===== config.mk =====
export PLATFORM = sky130hd
export DESIGN_NAME = sender_ram
export DESIGN_NICKNAME = d
export VERILOG_FILES = /design/src/rtl/sender_ram.sv
export SDC_FILE = /design/constraint.sdc
export NUM_CORES = 1
export LEC_CHECK = 0
export BUFFER_PORTS_ARGS = -buffer_cell sky130_fd_sc_hd__buf_2
export CELL_PAD_IN_SITES_DETAIL_PLACEMENT = 2
export CELL_PAD_IN_SITES_GLOBAL_PLACEMENT = 2
export CORE_MARGIN = 5
export CORE_UTILIZATION = 50
export DETAILED_ROUTE_END_ITERATION = 12
export GPL_ROUTABILITY_DRIVEN = 0
export PLACE_DENSITY_LB_ADDON = 0.15
export SYNTH_ARGS = -nofsm -noshare
export SYNTH_HDL_FRONTEND = slang
export SYNTH_SLANG_ARGS = --single-unit

===== constraint.sdc =====
create_clock -name clk -period 4.4 [get_ports clk]
set_clock_uncertainty 0.1 [all_clocks]
set_input_delay 1.1 -clock clk [delete_from_list [all_inputs] [get_ports clk]]
set_output_delay 1.1 -clock clk [all_outputs]
set_load 0.05 [all_outputs]

===== src/rtl/sender_ram.sv =====
// Sender-path single-port RAM: registered reads with a valid strobe, per-byte writes,
// and a full-array zero sweep after reset or on request, flagged by Busy.
module sender_ram #(
    parameter int unsigned DATA_WIDTH = 16,
    parameter int unsigned ADDR_WIDTH = 4,
    parameter int unsigned BE_WIDTH   = DATA_WIDTH / 8
) (
    input  logic                  clk,
    input  logic                  rst,
    input  logic                  ReadEnable,
    input  logic                  WriteEnable,
    input  logic                  ClearStart,
    input  logic [ADDR_WIDTH-1:0] Address,
    input  logic [BE_WIDTH-1:0]   ByteEnable,
    input  logic [DATA_WIDTH-1:0] DataIn,
    output logic [DATA_WIDTH-1:0] DataOut,
    output logic                  DataValid,
    output logic                  Busy
);

    localparam int unsigned           DEPTH    = 1 << ADDR_WIDTH;
    localparam logic [ADDR_WIDTH-1:0] PTR_LAST = ADDR_WIDTH'(DEPTH - 1);

    localparam logic [0:0] CLEAR = 1'b0;
    localparam logic [0:0] IDLE  = 1'b1;

    logic [0:0]            state;
    logic [0:0]            state_next;
    logic [ADDR_WIDTH-1:0] ptr;
    logic [ADDR_WIDTH-1:0] ptr_next;

    logic [DATA_WIDTH-1:0] mem [DEPTH];

    logic [DATA_WIDTH-1:0] lane_mask;
    logic [DATA_WIDTH-1:0] merged_word;
    logic                  mem_we;
    logic [ADDR_WIDTH-1:0] mem_addr;
    logic [DATA_WIDTH-1:0] mem_wdata;
    logic                  rd_fire;

    // Expand the byte enables into a bit mask; lanes only count when a write is requested.
    for (genvar g = 0; g < BE_WIDTH; g++) begin : g_lane
        assign lane_mask[8*g +: 8] = {8{WriteEnable & ByteEnable[g]}};
    end

    // Write-first merge: the word a same-cycle read returns is the post-write value.
    assign merged_word = (mem[Address] & ~lane_mask) | (DataIn & lane_mask);

    // Next-state and array-port control.
    always_comb begin
        state_next = state;
        ptr_next   = ptr;
        mem_we     = 1'b0;
        mem_addr   = Address;
        mem_wdata  = merged_word;
        rd_fire    = 1'b0;
        case (state)
            CLEAR: begin
                mem_we    = 1'b1;
                mem_addr  = ptr;
                mem_wdata = '0;
                ptr_next  = ptr + ADDR_WIDTH'(1);
                if (ptr == PTR_LAST) begin
                    state_next = IDLE;
                end
            end
            IDLE: begin
                if (ClearStart) begin
                    state_next = CLEAR;
                    ptr_next   = '0;
                end else begin
                    mem_we  = WriteEnable;
                    rd_fire = ReadEnable;
                end
            end
            default: begin
                state_next = CLEAR;
                ptr_next   = '0;
            end
        endcase
    end

    always_ff @(posedge clk) begin
        if (rst) begin
            state <= CLEAR;
            ptr   <= '0;
        end else begin
            state <= state_next;
            ptr   <= ptr_next;
        end
    end

    // The array is left untouched while reset is held; the sweep clears it afterwards.
    always_ff @(posedge clk) begin
        if (!rst && mem_we) begin
            mem[mem_addr] <= mem_wdata;
        end
    end

    always_ff @(posedge clk) begin
        if (rst) begin
            DataOut   <= '0;
            DataValid <= 1'b0;
            Busy      <= 1'b1;
        end else begin
            DataValid <= rd_fire;
            Busy      <= (state_next == CLEAR);
            if (rd_fire) begin
                DataOut <= merged_word;
            end
        end
    end

endmodule


Word level (Yosys, flattened, before mapping)
Memories as Yosys holds them, arrays and structs flattened.
Index checks and enable logic that the tools add are counted.
- add/subtract/negate cells: 1
- eq/ne operators: 2
- multiplexer cells: 13
- bitwise gates (word level): 8
- reduce and logical (&&, ||, !) cells: 2
- operator list (cell ; count):
    $and 16x16->16 ; 2
    $mux 16 ; 1
    $not 16->16 ; 1
    $or 16x16->16 ; 1
    $mux 4 ; 2
    $pmux 4 s2 ; 1
    $mux 1 ; 7
    $add 4x1->4 const B ; 1
    $eq 4x4->1 const B ; 1
    $pmux 1 s2 ; 2
    $and 1x1->1 ; 2
    $ne 2x2->1 const B ; 1
    $not 1->1 ; 2
    $logic_and 1x1->1 ; 1
    $logic_not 1->1 ; 1
- register bits after elaboration: 23
- bits in writable memories: 256
- input port bits: 27
- output and inout port bits: 18
- word-level logic and storage cells: 32
- memories kept: 1
- memory list (name ; depth ; bits a word ; rd ports ; clocked after memory_dff ; write ports ; line ; RTL):
    mem ; 16 ; 16 ; 1 ; 0 ; 1 ; 32 ; logic [DATA_WIDTH-1:0] mem [DEPTH];

Depth between registers and ports, before layout
- depth in word-level cells: 5
- depth in mapped cells: 8
- mapped depth without buffers: 5

Worst setup path before layout
OpenSTA, ideal clock, no wires.
- path kind: input port to flip-flop
- start: input Address[2]
- end: memory mem[11][0] (enable)
- setup time: 0.388 ns
- arrival: 2.518 ns
- data required time: 3.912 ns
- slack: 1.393 ns
- stages: 6
- path buffers: 1
- cells stage by stage: clkbuf_1 > nor3b_1 > a21oi_1 > nor2_1 > nand2_1 > nor2_1
- longest elaborated chain between the ends: 1
- RTL lines (element ; line ; RTL):
    start: declaration ; 13 ; input logic [ADDR_WIDTH-1:0] Address,
    $mux 4 ; 57 ; case (state)
    end: declaration ; 32 ;
Every way passes these cells.

Worst setup path in the final report
- start: input Address[1]
- end: memory mem[13][7], data pin
- longest elaborated chain between the ends: 4
- RTL lines (element ; line ; RTL):
    $mem_v2 16x16 ; - ;
    $and 16x16->16 ; 47 ; assign merged_word = (mem[Address] & ~lane_mask) | (DataIn & lane_mask);
    $or 16x16->16 ; 47 ;
    $mux 16 ; 57 ;
    named net mem_wdata[7] ; 38 ; logic [DATA_WIDTH-1:0] mem_wdata;
The timed path passes the listed nets, and every way through them passes these cells.

==> results by group <==
Status
  • Status: finished clean

STA
  • Slew margin rel.: 35.54%
  • Setup-failing EPs final: 0
  • Fmax: 0.3141 GHz
  • Slew at the pin with the worst max-slew slack: 0.9658 ns
  • Setup TNS: 0 ns
  • RSZ-0062 raised after global routing: no
  • Final worst slack: 1.216 ns
  • WHS: 0.3663 ns
  • Fin. max-slew vios: 0
  • Tcrit/Tclk final: 72.36%
  • Final worst path period need: 3.184 ns
  • Endpoints failing hold: 0

Floorplanning
  • I/O Pins: 45
  • Die width: 158.5 um
  • Die area: 0.02513 mm2
  • Die H: 158.5 um
  • Initial core utilization: 50.69%
  • Core area: 0.02176 mm2
  • Row count: 54

Route
  • Drt via density: 6.381
  • DR WL/cell: 35.27 um
  • DRT antenna net count: 0
  • First-pass DRT Iterations: 5
  • DRT iter0 DRCs: 585
  • DR vias: 6304
  • Wirelength, routed: 34.85 mm
  • # DRC: 0

Layout
  • Layout fillers: 1857
  • N_diodes: 0
  • Area grow syn2layout: 14.27%
  • Share of cells above drive strength 1: 25.00%
  • Final core utilization: 57.93%
  • Fin nets: 714

Hold path
  • Hold path depth: 1
  • Beginning of the worst hold path: DataOut[14]$_SDFFE_PP0P_
  • Hold Path End: DataOut[14]$_SDFFE_PP0P_
  • Min-delay worst type: reg2reg

Pwr
  • Power Total: 5.622 mW
  • PwrDens: 446.1 mW/mm2
  • Pint: 4.364 mW
  • Worst vdd ir: 328.2 uV
  • Leakage: 4.436 nW
  • Combinational share of power: 5.2%
  • Net Switching: 1.258 mW
  • Flop pwr share: 51.6%
  • Sw Ratio: 22.38%
  • Clock power share: 43.2%

Placed design
  • Setup Slack @ Placement: 0.7107 ns
  • Post-DP HPWL: 19.98 mm
  • Port Buffers: 44

Worst setup path
  • FF-to-FF End: mem[4][11]$_DFFE_PP_
  • Crit path launch type: primary input
  • Path depth of the worst reg2reg path: 5
  • Crit Path Class: in2reg
  • CP max FO: 16
  • Critical R2R Launch: state$_SDFF_PP0_
  • WP data arrival: 3.28 ns
  • Flop2flop setup slack: 1.44 ns
  • Setup crit end kind: register
  • Crit path from: Address[1]
  • Worst Path Required: 4.50 ns

CTS
  • Clock Pin Slew Worst Setup and Hold Paths: 0.06 ns
  • Resize count post-CTS: 0
  • CTS Buffer Depth: 3
  • CTS H-tree lvls: 1
  • Clk sinks: 279
  • CTS Hold Bufs: 0
  • Clock Latency Late Sink: 0.56 ns
  • Total setup buffers inserted after CTS: 0
  • CTS tree: yes
  • CTS buffer count: 30
  • Root buf cell: clkbuf_16

Global route
  • Largest net degree at the start of global routing: 34
  • Initial antenna violation count: 0
  • Total GRT Usage: 28.42%
  • First-pass GRT wire length: 50.18 mm
  • Vias in the first global route: 7020
  • GR Overflow Total: 0

Synth
  • Synth Net Count: 640
  • Synth cell types: 37
  • Seq/Total Area, Yosys: 73.88%
  • Mapped Area: 0.01103 mm2
  • Register bit count reported by yosys: 279
  • Synth warnings: 0
  • Post-Synthesis Cells: 612
  • Syn Area/Cell: 18.02 um2

Flow run
  • Max-Cap Viols: 0
[registers in the layout, summed over array words and instances, names as in the netlist]
| signal | count |
|---|---|
| Busy | 1 |
| DataOut | 16 |
| DataValid | 1 |
| mem | 256 |
| ptr | 4 |
| state | 1 |
[power by group through the flow]
| stage | sequential (mW) | clock [mW] | combinational [mW] |
|---|---|---|---|
| floorplan | 2.95 | 0 | 0.186 |
| global placement | 2.95 | 0 | 0.272 |
| detailed placement | 2.95 | 0 | 0.288 |
| CTS | 2.90 | 2.46 | 0.296 |
| global route | 2.90 | 2.59 | 0.309 |
| finish | 2.90 | 2.43 | 0.295 |
[layout make-up]
class                      count  area (um2)  share of cell area (%)
tap                          280       350.3                   2.780
clock inverter                13       121.4                  0.9631
multi-input combinational    299        2701                   21.44
sequential                   279        8148                   64.65
timing repair buffer          73       478.0                   3.793
inverter                       3       11.26                 0.08936
clock buffer                  41       792.0                   6.285
[cell families (layout without fill, tap and decap cells)]
family | Yosys count | count (layout) | synth area share [%]
AO/OA/AOI/OAI | 95 | 95 | 5.934
adder cells (fa/ha/maj) | 1 | 1 | 0.1134
buffers and inverters | 34 | 130 | 2.065
flip-flops | 279 | 279 | 73.88
multiplexers | 98 | 98 | 12.76
AND/OR/NAND/NOR | 105 | 105 | 5.242
[worst max path at each step]
stage | to
after CTS | mem[12][15]$_DFFE_PP_
after floorplan | mem[11][0]$_DFFE_PP_
final | mem[13][7]$_DFFE_PP_
after detailed placement | mem[4][7]$_DFFE_PP_
after global routing | mem[12][15]$_DFFE_PP_
after global placement | mem[2][15]$_DFFE_PP_
[cell usage in the layout (no fill, tap or decap), drive strengths merged, types with 3 or more instances in the layout]
| master | n |
|---|---|
| edfxtp | 256 |
| buf | 73 |
| mux2i | 63 |
| clkbuf | 41 |
| nor2 | 38 |
| mux4 | 34 |
| a22oi | 30 |
| dfxtp | 23 |
| a21oi | 21 |
| and2 | 17 |
| a22o | 16 |
| o22ai | 15 |
| nor3 | 14 |
| nand2 | 13 |
| clkinv | 10 |
| a31oi | 7 |
| nand2b | 6 |
| nor3b | 4 |
| o21ai | 4 |
| nand3b | 3 |
| inv | 3 |
[metal layers]
metal | vias up | track usage (%) | wire length, um
met5 | - | 0 | 0
met3 | 78 | 3.805 | 1792
li1 | 2611 | - | -
met2 | 234 | 49.69 | 18070
met1 | 3381 | 37.28 | 13830
met4 | 0 | 8.895 | 1158
[critical path, stage by stage]
cell	delay, ns
buf_2	0.24
nor2_2	0.81
a22oi_1	0.28
a31oi_1	0.26
o21ai_1	0.15
and2_1	0.42
[through the flow]
stage	instances	area, um2
floorplan	612	11030
global placement	934	11690
detailed placement	934	11690
CTS	988	12600
global route	988	12600
finish	988	12600
[synth_stat cells, drive strengths merged]
library cell	number	area, um2
edfxtp	256	7687
mux2i	63	630.6
nor2	38	142.6
mux4	34	765.7
a22oi	30	225.2
dfxtp	23	460.4
a21oi	21	105.1
buf	19	171.4
and2	17	106.4
a22o	16	140.1
o22ai	15	100.1
nor3	14	120.1
nand2	13	48.80
clkbuf	12	45.04
a31oi	7	43.79
nand2b	6	37.54
nor3b	4	30.03
o21ai	4	20.02
inv	3	11.26
nand3b	3	22.52
and3	2	12.51
nand3	2	10.01
nand4b	2	17.52
nor2b	2	12.51
a211oi	1	12.51
a21o	1	7.510
and2b	1	7.510
ha	1	12.51
mux2	1	11.26
or4b	1	10.01
No activity file was read; power rests on OpenSTA's default activity.
